[src/rtl/timer_pkg.sv]
// Shared definitions for the APB timer responder: register map, STATUS bit
// positions and the timer state encoding (the encoding is visible to software
// through STATUS[3:2], so the values are fixed).
package timer_pkg;

    localparam logic [1:0] ADDR_STATUS  = 2'd0;
    localparam logic [1:0] ADDR_GOAL    = 2'd1;
    localparam logic [1:0] ADDR_CURR    = 2'd2;
    localparam logic [1:0] ADDR_INVALID = 2'd3;

    localparam int STAT_START    = 0;
    localparam int STAT_STOP     = 1;
    localparam int STAT_STATE_LO = 2;
    localparam int STAT_STATE_HI = 3;

    typedef enum logic [1:0] {
        CTR_IDLE     = 2'd0,
        CTR_RUNNING  = 2'd1,
        CTR_COMPLETE = 2'd2,
        CTR_PAUSED   = 2'd3
    } e_ctr_state;

    // GOAL may only change while the timer is not in the middle of a run.
    function automatic logic goal_writable(input e_ctr_state s);
        return (s == CTR_IDLE) || (s == CTR_COMPLETE);
    endfunction

endpackage

[src/rtl/timer_counter_core.sv]
// Timer FSM plus up-counter driven by single-cycle start/stop/clear strobes.
// Latency: START commit -> COMPLETE after goal+1 edges; strobes act on the next edge.
// Backpressure: none; strobes are always accepted (ignored where meaningless).
// Ports: clk, reset (async active-low), start_i/stop_i/clear_complete_i strobes,
//        goal_i target count, state_o current FSM state, curr_o current count.
module timer_counter_core
    import timer_pkg::*;
#(
    parameter int timerbits = 8
) (
    input  logic                 clk,
    input  logic                 reset,
    input  logic                 start_i,
    input  logic                 stop_i,
    input  logic                 clear_complete_i,
    input  logic [timerbits-1:0] goal_i,
    output e_ctr_state           state_o,
    output logic [timerbits-1:0] curr_o
);

    e_ctr_state           state_q, state_d;
    logic [timerbits-1:0] curr_q, curr_d;

    always_ff @(posedge clk or negedge reset) begin
        if (!reset) begin
            state_q <= CTR_IDLE;
            curr_q  <= '0;
        end else begin
            state_q <= state_d;
            curr_q  <= curr_d;
        end
    end

    // Priority: STOP, then START, then read-to-clear, then counting. An
    // effective STOP replaces that cycle's increment; a START issued while
    // already RUNNING changes nothing, so counting carries on.
    always_comb begin
        state_d = state_q;
        curr_d  = curr_q;
        if (stop_i) begin
            if (state_q == CTR_RUNNING) begin
                state_d = CTR_PAUSED;
            end
        end else if (start_i && (state_q != CTR_RUNNING)) begin
            state_d = CTR_RUNNING;
            if (state_q != CTR_PAUSED) begin
                curr_d = '0;
            end
        end else if (clear_complete_i && (state_q == CTR_COMPLETE)) begin
            state_d = CTR_IDLE;
        end else if (state_q == CTR_RUNNING) begin
            // Compare with >= so the count can never run past the goal.
            if (curr_q >= goal_i) begin
                state_d = CTR_COMPLETE;
            end else begin
                curr_d = curr_q + timerbits'(1);
            end
        end
    end

    assign state_o = state_q;
    assign curr_o  = curr_q;

endmodule

[src/rtl/apb_timer_responder.sv]
// APB-style responder exposing one timer through STATUS/GOAL/CURR registers.
// Latency: each access phase completes after WAIT_STATES cycles with ready low.
// Backpressure: ready held low for the wait states; dropping sel/enable aborts.
// Ports: clk, reset (async active-low), sel/enable/write/addr/wdata bus inputs,
//        rdata/ready/slverr bus outputs (rdata and slverr are zero unless ready).
module apb_timer_responder
    import timer_pkg::*;
#(
    parameter int timerbits   = 8,
    parameter int WAIT_STATES = 1
) (
    input  logic                 clk,
    input  logic                 reset,
    input  logic                 sel,
    input  logic                 enable,
    input  logic                 write,
    input  logic [1:0]           addr,
    input  logic [timerbits-1:0] wdata,
    output logic [timerbits-1:0] rdata,
    output logic                 ready,
    output logic                 slverr
);

    localparam logic [2:0] WS = 3'(WAIT_STATES);

    logic [2:0]           wcnt_q, wcnt_d;
    logic [timerbits-1:0] goal_q, goal_d;
    logic                 access;
    logic                 err;
    logic                 start_stb, stop_stb, clear_stb;
    logic [timerbits-1:0] rd_mux;
    e_ctr_state           state;
    logic [timerbits-1:0] curr;

    assign access = sel & enable;
    // Gated by reset so the bus outputs fall to zero the instant reset asserts,
    // even while sel/enable are still held by the initiator.
    assign ready  = reset & access & (wcnt_q == WS);

    always_comb begin
        wcnt_d = wcnt_q;
        if (!access || ready) begin
            wcnt_d = '0;
        end else begin
            wcnt_d = wcnt_q + 3'd1;
        end
    end

    always_comb begin
        err = 1'b0;
        case (addr)
            ADDR_STATUS: err = 1'b0;
            ADDR_GOAL:   err = write & ~goal_writable(state);
            ADDR_CURR:   err = write;
            default:     err = 1'b1;
        endcase
    end

    always_comb begin
        rd_mux = '0;
        case (addr)
            ADDR_STATUS: rd_mux[STAT_STATE_HI:STAT_STATE_LO] = state;
            ADDR_GOAL:   rd_mux = goal_q;
            ADDR_CURR:   rd_mux = curr;
            default:     rd_mux = '0;
        endcase
    end

    assign slverr = ready & err;
    assign rdata  = (ready && !write) ? rd_mux : '0;

    // All side effects happen only on the completing edge of a transfer.
    assign start_stb = ready & write & (addr == ADDR_STATUS) & wdata[STAT_START];
    assign stop_stb  = ready & write & (addr == ADDR_STATUS) & wdata[STAT_STOP];
    assign clear_stb = ready & ~write & (addr == ADDR_STATUS) & (state == CTR_COMPLETE);

    always_comb begin
        goal_d = goal_q;
        if (ready && write && (addr == ADDR_GOAL) && !err) begin
            goal_d = wdata;
        end
    end

    always_ff @(posedge clk or negedge reset) begin
        if (!reset) begin
            wcnt_q <= '0;
            goal_q <= '0;
        end else begin
            wcnt_q <= wcnt_d;
            goal_q <= goal_d;
        end
    end

    timer_counter_core #(
        .timerbits (timerbits)
    ) u_core (
        .clk              (clk),
        .reset            (reset),
        .start_i          (start_stb),
        .stop_i           (stop_stb),
        .clear_complete_i (clear_stb),
        .goal_i           (goal_q),
        .state_o          (state),
        .curr_o           (curr)
    );

endmodule
[config.mk]
export PLATFORM = sky130hd
export DESIGN_NAME = apb_timer_responder
export DESIGN_NICKNAME = d
export VERILOG_FILES = /design/src/rtl/timer_pkg.sv /design/src/rtl/timer_counter_core.sv /design/src/rtl/apb_timer_responder.sv
export SDC_FILE = /design/constraint.sdc
export NUM_CORES = 1
export LEC_CHECK = 0
export CAP_MARGIN = 10
export CORE_MARGIN = 2
export CORE_UTILIZATION = 52
export CTS_BUF_LIST = sky130_fd_sc_hd__clkbuf_16
export DETAILED_ROUTE_END_ITERATION = 7
export PLACE_DENSITY_LB_ADDON = 0.2
export SETUP_SLACK_MARGIN = 0.02
export SYNTH_ARGS = -nofsm -noshare
export SYNTH_HDL_FRONTEND = slang
export SYNTH_SLANG_ARGS = --single-unit
export TNS_END_PERCENT = 1
[constraint.sdc]
create_clock -name clk -period 2.49 [get_ports clk]
set_input_delay 0.498 -clock clk [delete_from_list [all_inputs] [get_ports clk]]
set_output_delay 0.498 -clock clk [all_outputs]
set_load 0.02 [all_outputs]
## After elaboration in Yosys (flattened, before gate mapping)

Index checks and enable logic that the tools add are counted.

- Bits of input ports: 15
- Word-level logic and storage cells: 68
- Register bits: 21
- Output and inout port bits: 10

- Equal/unequal tests: 11
- Add/sub/neg operators: 2
- $lt $le $gt $ge: 1
- Bitwise logic cells: 15
- Reductions and logical operators: 18
- Mux-type cells: 17

Operators with widths:

| cell | number |
|---|---|
| $mux W8 | 6 |
| $and A1 B1 Y1 | 12 |
| $mux W2 | 6 |
| $add A8 B1 Y8 const B | 1 |
| $ge A8 B8 Y1 | 1 |
| $ne A2 B1 Y1 const B | 4 |
| $pmux W4 S2 | 1 |
| $logic_and A1 B1 Y1 | 6 |
| $pmux W2 S3 | 1 |
| $reduce_and A5 Y1 | 1 |
| $eq A2 B1 Y1 const B | 2 |
| $eq A2 B2 Y1 const B | 2 |
| $logic_not A2 Y1 | 2 |
| $ne A2 B2 Y1 const B | 2 |
| $pmux W2 S2 | 1 |
| $reduce_bool A4 Y1 | 1 |
| $add A3 B1 Y3 const B | 1 |
| $eq A3 B1 Y1 const B | 1 |
| $logic_not A1 Y1 | 3 |
| $mux W3 | 1 |
| $not A1 Y1 | 3 |
| $pmux W1 S3 | 1 |
| $reduce_and A3 Y1 | 1 |
| $reduce_bool A3 Y1 | 1 |
| other kinds (2) | 3 |

## Depth between registers and ports, before layout

Gate-level depths: netlist of run 1.

- Depth after elaboration: 10
- Mapped depth: 10
- Mapped depth without buffers: 8

## By module

A second synthesis of run 1 with hierarchy kept.

- Cell total of the unflattened synthesis: 151
- Area, all modules: 1524.0 µm²

Modules (own cells, without submodules):

| module | seq. area each (µm²) | times used | cells an instance | area an instance (µm²) |
|---|---|---|---|---|
| timer_counter_core | 250.2 | 1 | 82 | 777.0 |
| apb_timer_responder | 275.3 | 1 | 69 | 747.0 |

## Worst setup path before layout of run 1

No wires, ideal clock.

- Path type: flip-flop to output port
- Start point: register wcnt_q[1]
- End point: output port rdata[2]
- Buffers on the path: 0
- Arrival time: 1.752 ns
- Cell stages (with the launch flop): 6
- Slack: 0.240 ns
- Path through: dfrtp_1 -> inv_1 -> ha_1 -> nand2_1 -> or3_1 -> nor4_1

- Word-level cells in the longest chain between the ends: 4

Ends and longest elaborated chain:

| what | RTL line | source |
|---|---|---|
| start: declaration | apb_timer_responder.sv:26 | `logic [2:0] wcnt_q, wcnt_d;` |
| start signal: assignment | apb_timer_responder.sv:89 | `wcnt_q <= wcnt_d;` |
| $eq A3 B1 Y1 | apb_timer_responder.sv:38 | `assign ready = reset & access & (wcnt_q == WS);` |
| $and A1 B1 Y1 | apb_timer_responder.sv:38 |  |
| $logic_and A1 B1 Y1 | apb_timer_responder.sv:70 | `assign rdata = (ready && !write) ? rd_mux : '0;` |
| $mux W8 | apb_timer_responder.sv:70 |  |
| end: declaration | apb_timer_responder.sv:19 | `output logic [timerbits-1:0] rdata,` |

Every way passes these cells.

## Final worst setup path of run 1

- Start point: input port reset
- End point: output port rdata[2]

- Word-level cells in the longest chain between the ends: 4

Ends and longest elaborated chain:

| what | RTL line | source |
|---|---|---|
| start: declaration | apb_timer_responder.sv:13 | `input logic reset,` |
| $and A1 B1 Y1 (2 in series) | apb_timer_responder.sv:38 |  |
| $logic_and A1 B1 Y1 | apb_timer_responder.sv:70 |  |
| $mux W8 | apb_timer_responder.sv:70 |  |

Every way passes these cells.

==> metrics.cfg, run 1 <==
[clocking]
htreeDepth = 1
cts_buffer_depth = 2
clk_latency_ns = 0.25
cts_tree = yes
clock_sinks = 21
cts_setup_buffers = 0
cts_buffers = 3
clkSlewWorstSetupHoldPaths_ns = 0.06
cts_hold_buf = 0
root_buffer = clkbuf_16

[worst_setup_path]
cpMaxStageDelayCell = clkdlybuf4s50_1
r2r_end = u_core.curr_o[2]
path_max_fanout = 4
reg2reg_setup_slack_ns = 0.24
critical_path_buf_inv_count = 2
crit_family = simple AND/OR/NAND/NOR gates
path_depth = 5
startpoint = reset
startpoint_type = primary input
arrival_ns = 1.96
crit_path_cell_trace = clkdlybuf4s50_1 -> nand2_1 -> or3_4 -> nor4_1 -> buf_2
crit_path_end = rdata[2]
crit_type = primary input to output port
crit_required_ns = 1.99
r2r_cells = 7
critPathMaxStageDelay_ns = 0.48
endpoint_kind = output port
rr_startpoint = goal_q[3]

[floorplan]
core-area_mm2 = 0.00271
ios = 25
std_cell_rows = 19
dieHeight_um = 56.9
start_util_pct = 53.8
die_width_um = 56.9
dieArea_mm2 = 0.00324

[sta]
period_minus_slack_ns = 2.46
fin_crit_sh_pct = 98.7
fin_skew_ns = 0.00198
finalHoldViolCount = 0
timing.fmax_ghz = 0.407
tns_ns = 0
rsz0062_at_grt = true
worst_pin_slew_ns = 0.477
slew_headroom_pct = 68.0
setup_violations = 0
drv_slew = 0
holdWs_ns = 0.541

[synth]
synthCells = 166
synth_compound_area_share_pct = 21.5
seq_area_frac_synth_pct = 36.1
synth-xor-area-share_pct = 0
synth.largest_area_cell = dfrtp_1
synthesis.nets = 196
synth.avg_cell_area_um2 = 8.78
synth-simple-area-share_pct = 21.1
post-synth-top-area-fraction_pct = 36.1
ys_ff_latch = 21
synthFlopType = dfrtp_1
synthesis.area_mm2 = 0.00146
synthMuxAreaShare_pct = 2.92
synth-edff-count = 0
yosysWarningCount = 0
synth_top_family_by_area = compound AO/OA/AOI/OAI gates
synthTopCellsByArea = dfrtp_1 36%, ha_1 13%, nor2_1 4.6%
async_flop_share_pct = 100
synthDistinctLibCells = 39
synth_adder_area_share_pct = 12.9

[min_path]
min_path_type = flop to flop

[placed_design]
gp_congestion = 0.922
port_buffers = 24
dp_hpwl_um = 2920

[power]
p_per_area_mw_per_mm2 = 560
p_int_uw = 747
power_switching_uw = 345
power_mw = 1.09
swShare_pct = 31.6
leakage_nw = 0.929
irDropWorstVdd_mv = 0.887
pwr-share-clk_pct = 30.8
pwr-share-seq_pct = 37.9
power_frac_comb_pct = 31.3

[drt]
viasPerCell = 5.80
firstDrtPassIters = 4
vias = 1392
postRouteAntennaNets = 0
totalWireLength_um = 3700
drt_iter0_markers = 68
drt-wirelength-per-cell_um = 15.4
drc = 0

[global_route]
grt_use_total_pct = 24.6
grt_first_pass_wirelength_um = 6390
grt_max_degree = 23
antenna_found_initial = 0
grt_pass1_vias = 1444
grt-ovfl-total = 0

[layout]
nets = 240
nFillCells = 207
regArea_um2 = 526
area_delta_synth_final_pct = 33.8
num_antenna_cells = 0
multiInputGateArea_um2 = 891
drive_gt1_share_pct = 23.0

[flow_run]
cap_violations = 0

[run_status]
status = complete, no violations

[per-stage QoR]
step                util [%]  cells  setup WS (ns)  cell area, um2
floorplan                  -    166          0.240            1460
global placement        68.9    236         -0.476            1870
detailed placement      68.9    236         -0.560            1870
CTS                     70.9    240         0.0160            1920
global route            72.0    240       -0.00895            1950
finish                  72.0    240         0.0329            1950
[area by class of cell]
type	count	area share (%)
clock buffer	3	3.85
clock inverter	1	0.257
inverter	16	3.08
multi-input combinational	124	45.7
sequential	21	26.9
tap	31	1.99
timing repair buffer	44	18.2
[synth_stat cells (2+ instances only)]
cell type and n:
nand2_1 17, o21ai_0 5, ha_1 15, o31a_1 2, a21o_1 3, mux2_2 2, and2_1 2, dfrtp_1 21
clkbuf_1 4, nor4_1 4, or3_1 2, o21ai_1 4, o211ai_1 2, a22oi_1 6, and3_1 2, a21oi_1 6
mux2i_1 2, nor2_1 18, nand3_1 6, inv_1 15, o31ai_2 2, a222oi_1 2, nand2b_1 2, a221o_1 3
o21a_1 3, nand4_1 3
[worst reg2reg max path, cell delays in order (launching register included)]
cell	delay, ns
dfrtp_1	0.37
inv_1	0.06
ha_1	0.22
or4_4	0.52
a21oi_2	0.16
o31ai_2	0.13
o31a_1	0.32
a221o_1	0.37
[worst min-delay path by stage]
stage / start / endpoint / cells after the start
final: wcnt_q[0] / wcnt_q[0] / 2
after global routing: wcnt_q[0] / wcnt_q[0] / 2
after floorplan: reset / goal_q[0] / 0
after CTS: wcnt_q[0] / wcnt_q[0] / 2
after global placement: wcnt_q[0] / wcnt_q[0] / 2
after detailed placement: wcnt_q[0] / wcnt_q[0] / 2
[timing repair]
action                                  in CTS  in global routing
pin swaps                                    3                  3
endpoints found under the setup margin      10                 14
gates resized for setup                     45                 10
[layer usage]
| layer | up-vias | part of all wire [%] | global-route usage, % |
|---|---|---|---|
| li1 | 686 | - | - |
| met1 | 666 | 45 | 30.9 |
| met2 | 38 | 51 | 45.5 |
| met3 | 2 | 4.4 | 5.22 |
| met4 | 0 | 0.30 | 1.66 |
| met5 | - | 0 | 0 |
[placed cells by master, fill, tap and decap left out, types with 2 or more instances in the layout]
cell / count
o21a_1: 3
nor4_1: 4
o31a_1: 2
a22oi_1: 6
inv_1: 15
clkdlybuf4s50_1: 13
o31ai_2: 2
buf_4: 22
o21ai_1: 4
nor2_1: 15
ha_2: 2
buf_2: 6
nand2b_1: 2
o211ai_1: 2
clkbuf_16: 3
o21ai_0: 5
and2_1: 2
a21oi_1: 6
nand2_1: 16
nand4_1: 3
mux2i_1: 2
mux2_2: 2
ha_1: 13
a21o_1: 3
a222oi_1: 2
dfrtp_1: 21
and3_1: 2
a221o_1: 3
nand3_1: 6
nor2_2: 2
[power by group through the flow]
stage / combinational (mW) / clock, mW / sequential (mW)
after floorplan: 0.238 / 0 / 0.405
after global placement: 0.322 / 0 / 0.416
after detailed placement: 0.335 / 0 / 0.418
after CTS: 0.338 / 0.339 / 0.413
after global routing: 0.390 / 0.353 / 0.417
final: 0.342 / 0.336 / 0.414
[sequential cells by signal (all words and copies together) (netlist names)]
name            count
goal_q              8
u_core.curr_o       8
u_core.state_o      2
wcnt_q              3
[cell families after synthesis]
kind of cell,Yosys count
buf+inv,21
compound gates,43
mux,4
simple gates,62
fa+ha+maj,15
flops,21
Power figures use the tool's default switching activity.
==> inputs of run 2 (changes only) <==
==> constraint.sdc (replaced) <==
create_clock -name clk -period 2.4 [get_ports clk]
set_input_delay 0.48 -clock clk [delete_from_list [all_inputs] [get_ports clk]]
set_output_delay 0.48 -clock clk [all_outputs]
set_load 0.02 [all_outputs]
==> run 2 against run 1 <==
Count of clock-buffer cells in the layout did not move. Non-clock buffer count rose by 2. Flip-flop and latch count did not move. Die area did not move. Critical path depth rose by 3.
==> metrics.cfg, run 2 (synthesis gave the netlist of run 1 again) <==
[worst_setup_path]
critPathMaxStageDelay_ns = 0.38
rr_startpoint = goal_q[2]
crit_family = simple AND/OR/NAND/NOR gates
startpoint_type = flop
critical_path_buf_inv_count = 2
cpMaxStageDelayCell = dfrtp_1
crit_required_ns = 1.92
startpoint = wcnt_q[1]
arrival_ns = 1.82
cp_common_cell = nor2_4
crit_type = flop to output port
path_max_fanout = 6
crit_path_cell_trace = inv_1 -> ha_1 -> nand2_1 -> or3_4 -> nor2_4 -> nand2_8 -> nor2_4 -> buf_6
endpoint_kind = output port

[sta]
worst_pin_slew_ns = 0.471
drv_slew = 0
fin_crit_sh_pct = 95.7
timing.fmax_ghz = 0.435
holdWs_ns = 0.231
rsz0062_at_grt = false
fin_skew_ns = 0.00196
setup_violations = 0
slew_headroom_pct = 68.4
period_minus_slack_ns = 2.30
finalHoldViolCount = 0

[global_route]
grt_use_total_pct = 24.8
antenna_found_initial = 0
grt_max_degree = 23
grt_first_pass_wirelength_um = 6330
grt-ovfl-total = 0
grt_pass1_vias = 1378

[clocking]
cts_setup_buffers = 0
htreeDepth = 1
cts_buffers = 3
clk_latency_ns = 0.26
clkSlewWorstSetupHoldPaths_ns = 0.06
cts_hold_buf = 0
cts_buffer_depth = 2
cts_tree = yes
clock_sinks = 21
root_buffer = clkbuf_16

[drt]
viasPerCell = 5.93
drt-wirelength-per-cell_um = 15.2
vias = 1435
firstDrtPassIters = 4
drt_iter0_markers = 96
drc = 0
totalWireLength_um = 3670
postRouteAntennaNets = 0

[floorplan]
core-area_mm2 = 0.00271
start_util_pct = 53.8
die_width_um = 56.9
std_cell_rows = 19
dieArea_mm2 = 0.00324
dieHeight_um = 56.9
ios = 25

[placed_design]
port_buffers = 24
place_inst = 238
gp_congestion = 0.933
dp_hpwl_um = 2830

[layout]
nets = 242
drive_gt1_share_pct = 26.5
layout_common_cells = 23 x buf_4, 21 x dfrtp_1, 15 x inv_1, 15 x nand2_1, 14 x ha_1
num_antenna_cells = 0
final_common_cell = buf_4
stdcell_count = 242
area_delta_synth_final_pct = 40.1

[power]
p_per_area_mw_per_mm2 = 562
irDropWorstVdd_mv = 0.857
leakage_nw = 0.965

[flow_run]
cap_violations = 0

[min_path]
min_path_type = primary input to async pin

[run_status]
status = complete, no violations

-- run 2: per-stage QoR --
stage / total power [mW] / cell area [um2] / utilization [%] / setup TNS (ns) / setup slack (ns)
after floorplan: 0.667 / 1460 / - / 0 / 0.168
after global placement: 0.765 / 1880 / 69.4 / -5.77 / -0.528
after detailed placement: 0.782 / 1880 / 69.4 / -6.25 / -0.530
after CTS: 1.14 / 1940 / 71.7 / 0 / 0.0202
after global routing: 1.22 / 2040 / 75.3 / 0 / 0.0130
final: 1.15 / 2040 / 75.3 / 0 / 0.103
-- run 2: worst paths after layout --
kind / to / slack (ns) / cells after the start
hold / removal: wcnt_q[2] / 0.23 / 2
setup / recovery: rdata[5] / 0.10 / 8
setup reg to reg: u_core.curr_o[2] / 0.12 / 7
min in group clk: wcnt_q[0] / 0.53 / 2
max in group asynchronous: u_core.curr_o[5] / 1.95 / 2
hold reg to reg: wcnt_q[0] / 0.53 / 2
-- run 2: final cells by class --
class | instances | area (um2)
inverters | 16 | 60.1
clock buffers | 3 | 75.1
multi-input cells | 124 | 937
clock inverters | 1 | 5.00
well taps | 31 | 38.8
repair buffers | 46 | 400
fillers | 195 | 668
flip-flops and latches | 21 | 526
-- run 2: layer usage --
metal	vias up	global-route usage (%)	part of all wire (%)
met3	7	4.99	6.1
li1	695	-	-
met1	682	34.7	45
met4	0	6.31	1.5
met2	51	39.6	47
met5	-	0	0
-- run 2: report_power, final --
part           leakage [nW]  switching (mW)  total [mW]  internal (mW)
logic                 0.701           0.198       0.362          0.164
registers             0.223          0.0426       0.430          0.387
clock network        0.0409           0.132       0.356          0.224
-- run 2: repair_timing --
item,4_1_cts,5_1_grt
pin swaps,6,7
endpoints found under the hold margin,0,0
resized for setup,53,25
setup endpoints to repair,11,9
==> inputs of run 3 (changes only) <==
--- a/config.mk
+++ b/config.mk
@@ -10,6 +10,7 @@
 export CORE_UTILIZATION = 52
 export CTS_BUF_LIST = sky130_fd_sc_hd__clkbuf_16
 export DETAILED_ROUTE_END_ITERATION = 7
+export GPL_TIMING_DRIVEN = 0
 export PLACE_DENSITY_LB_ADDON = 0.2
 export SETUP_SLACK_MARGIN = 0.02
 export SYNTH_ARGS = -nofsm -noshare
==> run 3 against run 2 <==
First-iteration DRC count shrank 29%. Global-route usage shrank 3.2 points. Critical path type unchanged. Combinational power shrank 3%. Flip-flop and latch count is the same. Utilization shrank 4.6 points. Critical path depth is the same. Largest cell class unchanged. Hold slack lost 0.11 ns. Largest power group unchanged.
==> metrics.cfg, run 3 (synthesis gave the netlist of run 1 again) <==
[layout]
final_util_pct = 70.8
layout_common_cells = 19 x dfrtp_1, 16 x inv_1, 14 x nand2_1
drive_gt1_share_pct = 21.1
num_antenna_cells = 0
nFillCells = 207
final_common_cell = dfrtp_1
area_delta_synth_final_pct = 31.6
nets = 225

[sta]
finalHoldViolCount = 0
fin_crit_sh_pct = 96.3
rsz0062_at_grt = true
holdWs_ns = 0.117
fin_skew_ns = 0.00145
period_minus_slack_ns = 2.31
worst_pin_slew_ns = 0.454
drv_slew = 0
timing.fmax_ghz = 0.433
setup_violations = 0
slew_headroom_pct = 69.5

[global_route]
grt_pass1_vias = 1321
grt_use_total_pct = 21.6
grt_first_pass_wirelength_um = 5620
grt_max_degree = 24
antenna_found_initial = 0
grt-ovfl-total = 0

[floorplan]
core-area_mm2 = 0.00271
ios = 25
dieHeight_um = 56.9
start_util_pct = 53.8
dieArea_mm2 = 0.00324
die_width_um = 56.9
std_cell_rows = 19

[drt]
firstDrtPassIters = 5
vias = 1397
viasPerCell = 6.21
totalWireLength_um = 3470
drc = 0
postRouteAntennaNets = 0
drt_iter0_markers = 68
drt-wirelength-per-cell_um = 15.4

[clocking]
cts_tree = yes
clock_sinks = 21
root_buffer = clkbuf_16
cts_hold_buf = 0
cts_buffers = 3
cts_buffer_depth = 2
clkSlewWorstSetupHoldPaths_ns = 0.06
htreeDepth = 1
clk_latency_ns = 0.25

[worst_setup_path]
critPathMaxStageDelay_ns = 0.38
crit_path_cell_trace = inv_1 -> ha_4 -> nand2_4 -> or3_4 -> nor2_4 -> nand2_4 -> nor2_1 -> buf_4
rr_startpoint = u_core.curr_o[3]
path_max_fanout = 6
cpMaxStageDelayCell = dfrtp_1
crit_family = simple AND/OR/NAND/NOR gates
critical_path_buf_inv_count = 2
arrival_ns = 1.83
startpoint_type = flop
endpoint_kind = output port
cp_common_cell = nand2_4
crit_type = flop to output port
startpoint = wcnt_q[1]
crit_required_ns = 1.92

[placed_design]
port_buffers = 24
gp_congestion = 0.873
dp_hpwl_um = 2530

[flow_run]
cap_violations = 0

[power]
irDropWorstVdd_mv = 0.520
power_mw = 1.13
leakage_nw = 0.897
p_per_area_mw_per_mm2 = 588

[run_status]
status = complete, no violations

[min_path]
min_path_type = primary input to async pin

-- run 3: cell types whose count changed in the layout (fill, tap and decap cells not counted), sizes merged --
cell and change:
dlygate4sd2 -1, dlymetal6s2s +1, clkinv -1, clkbuf +4
buf -20, inv +1, clkdlybuf4s15 -1
-- run 3: power breakdown --
group	leakage, nW	switching [mW]	internal [mW]	total [mW]
Sequential	0.223	0.0429	0.387	0.430
Combinational	0.632	0.191	0.161	0.352
Clock	0.0423	0.123	0.222	0.345
Total	0.897	0.357	0.769	1.13
-- run 3: cell type report --
type	instances	area, um2	share of cell area [%]
multi-input cells	124	957	49.9
flip-flops and latches	21	528	27.5
repair buffers	26	243	12.7
clock buffers	3	75.1	3.91
inverters	16	60.1	3.13
well taps	31	38.8	2.02
plain buffers	3	12.5	0.652
clock inverters	1	3.75	0.196
-- run 3: timing repair --
| action | CTS | global route |
|---|---|---|
| setup endpoints to repair | 28 | 24 |
| setup buffers | 0 | 2 |
| gates resized for setup | 43 | 40 |
| pin swaps | 1 | 10 |
-- run 3: worst paths after layout --
kind	cells past startpoint	slack, ns	end
max	8	0.09	rdata[5]
max reg2reg	6	0.10	u_core.curr_o[3]
min	1	0.12	goal_q[2]
max in group asynchronous	1	2.01	u_core.curr_o[2]
min reg2reg	1	0.52	wcnt_q[0]
min in group clk	1	0.52	wcnt_q[0]
-- run 3: layer usage --
metal / wire length, um / vias to the layer above / global-route usage (%)
met4: 65 / 0 / 6.98
met2: 1750 / 52 / 37.8
met5: 0 / - / 0
li1: - / 659 / -
met3: 204 / 8 / 3.63
met1: 1450 / 678 / 27.2
-- run 3: stage by stage --
stage / setup WS, ns / area [um2] / cells / TNS, ns
3_3_place_gp: -1.47 / 1740 / 221 / -27.89
5_1_grt: 0.00541 / 1920 / 225 / 0
6_report: 0.0890 / 1920 / 225 / 0
4_1_cts: -0.153 / 1800 / 223 / -0.618
2_1_floorplan: 0.168 / 1460 / 166 / 0
3_5_place_dp: -1.52 / 1740 / 221 / -30.12
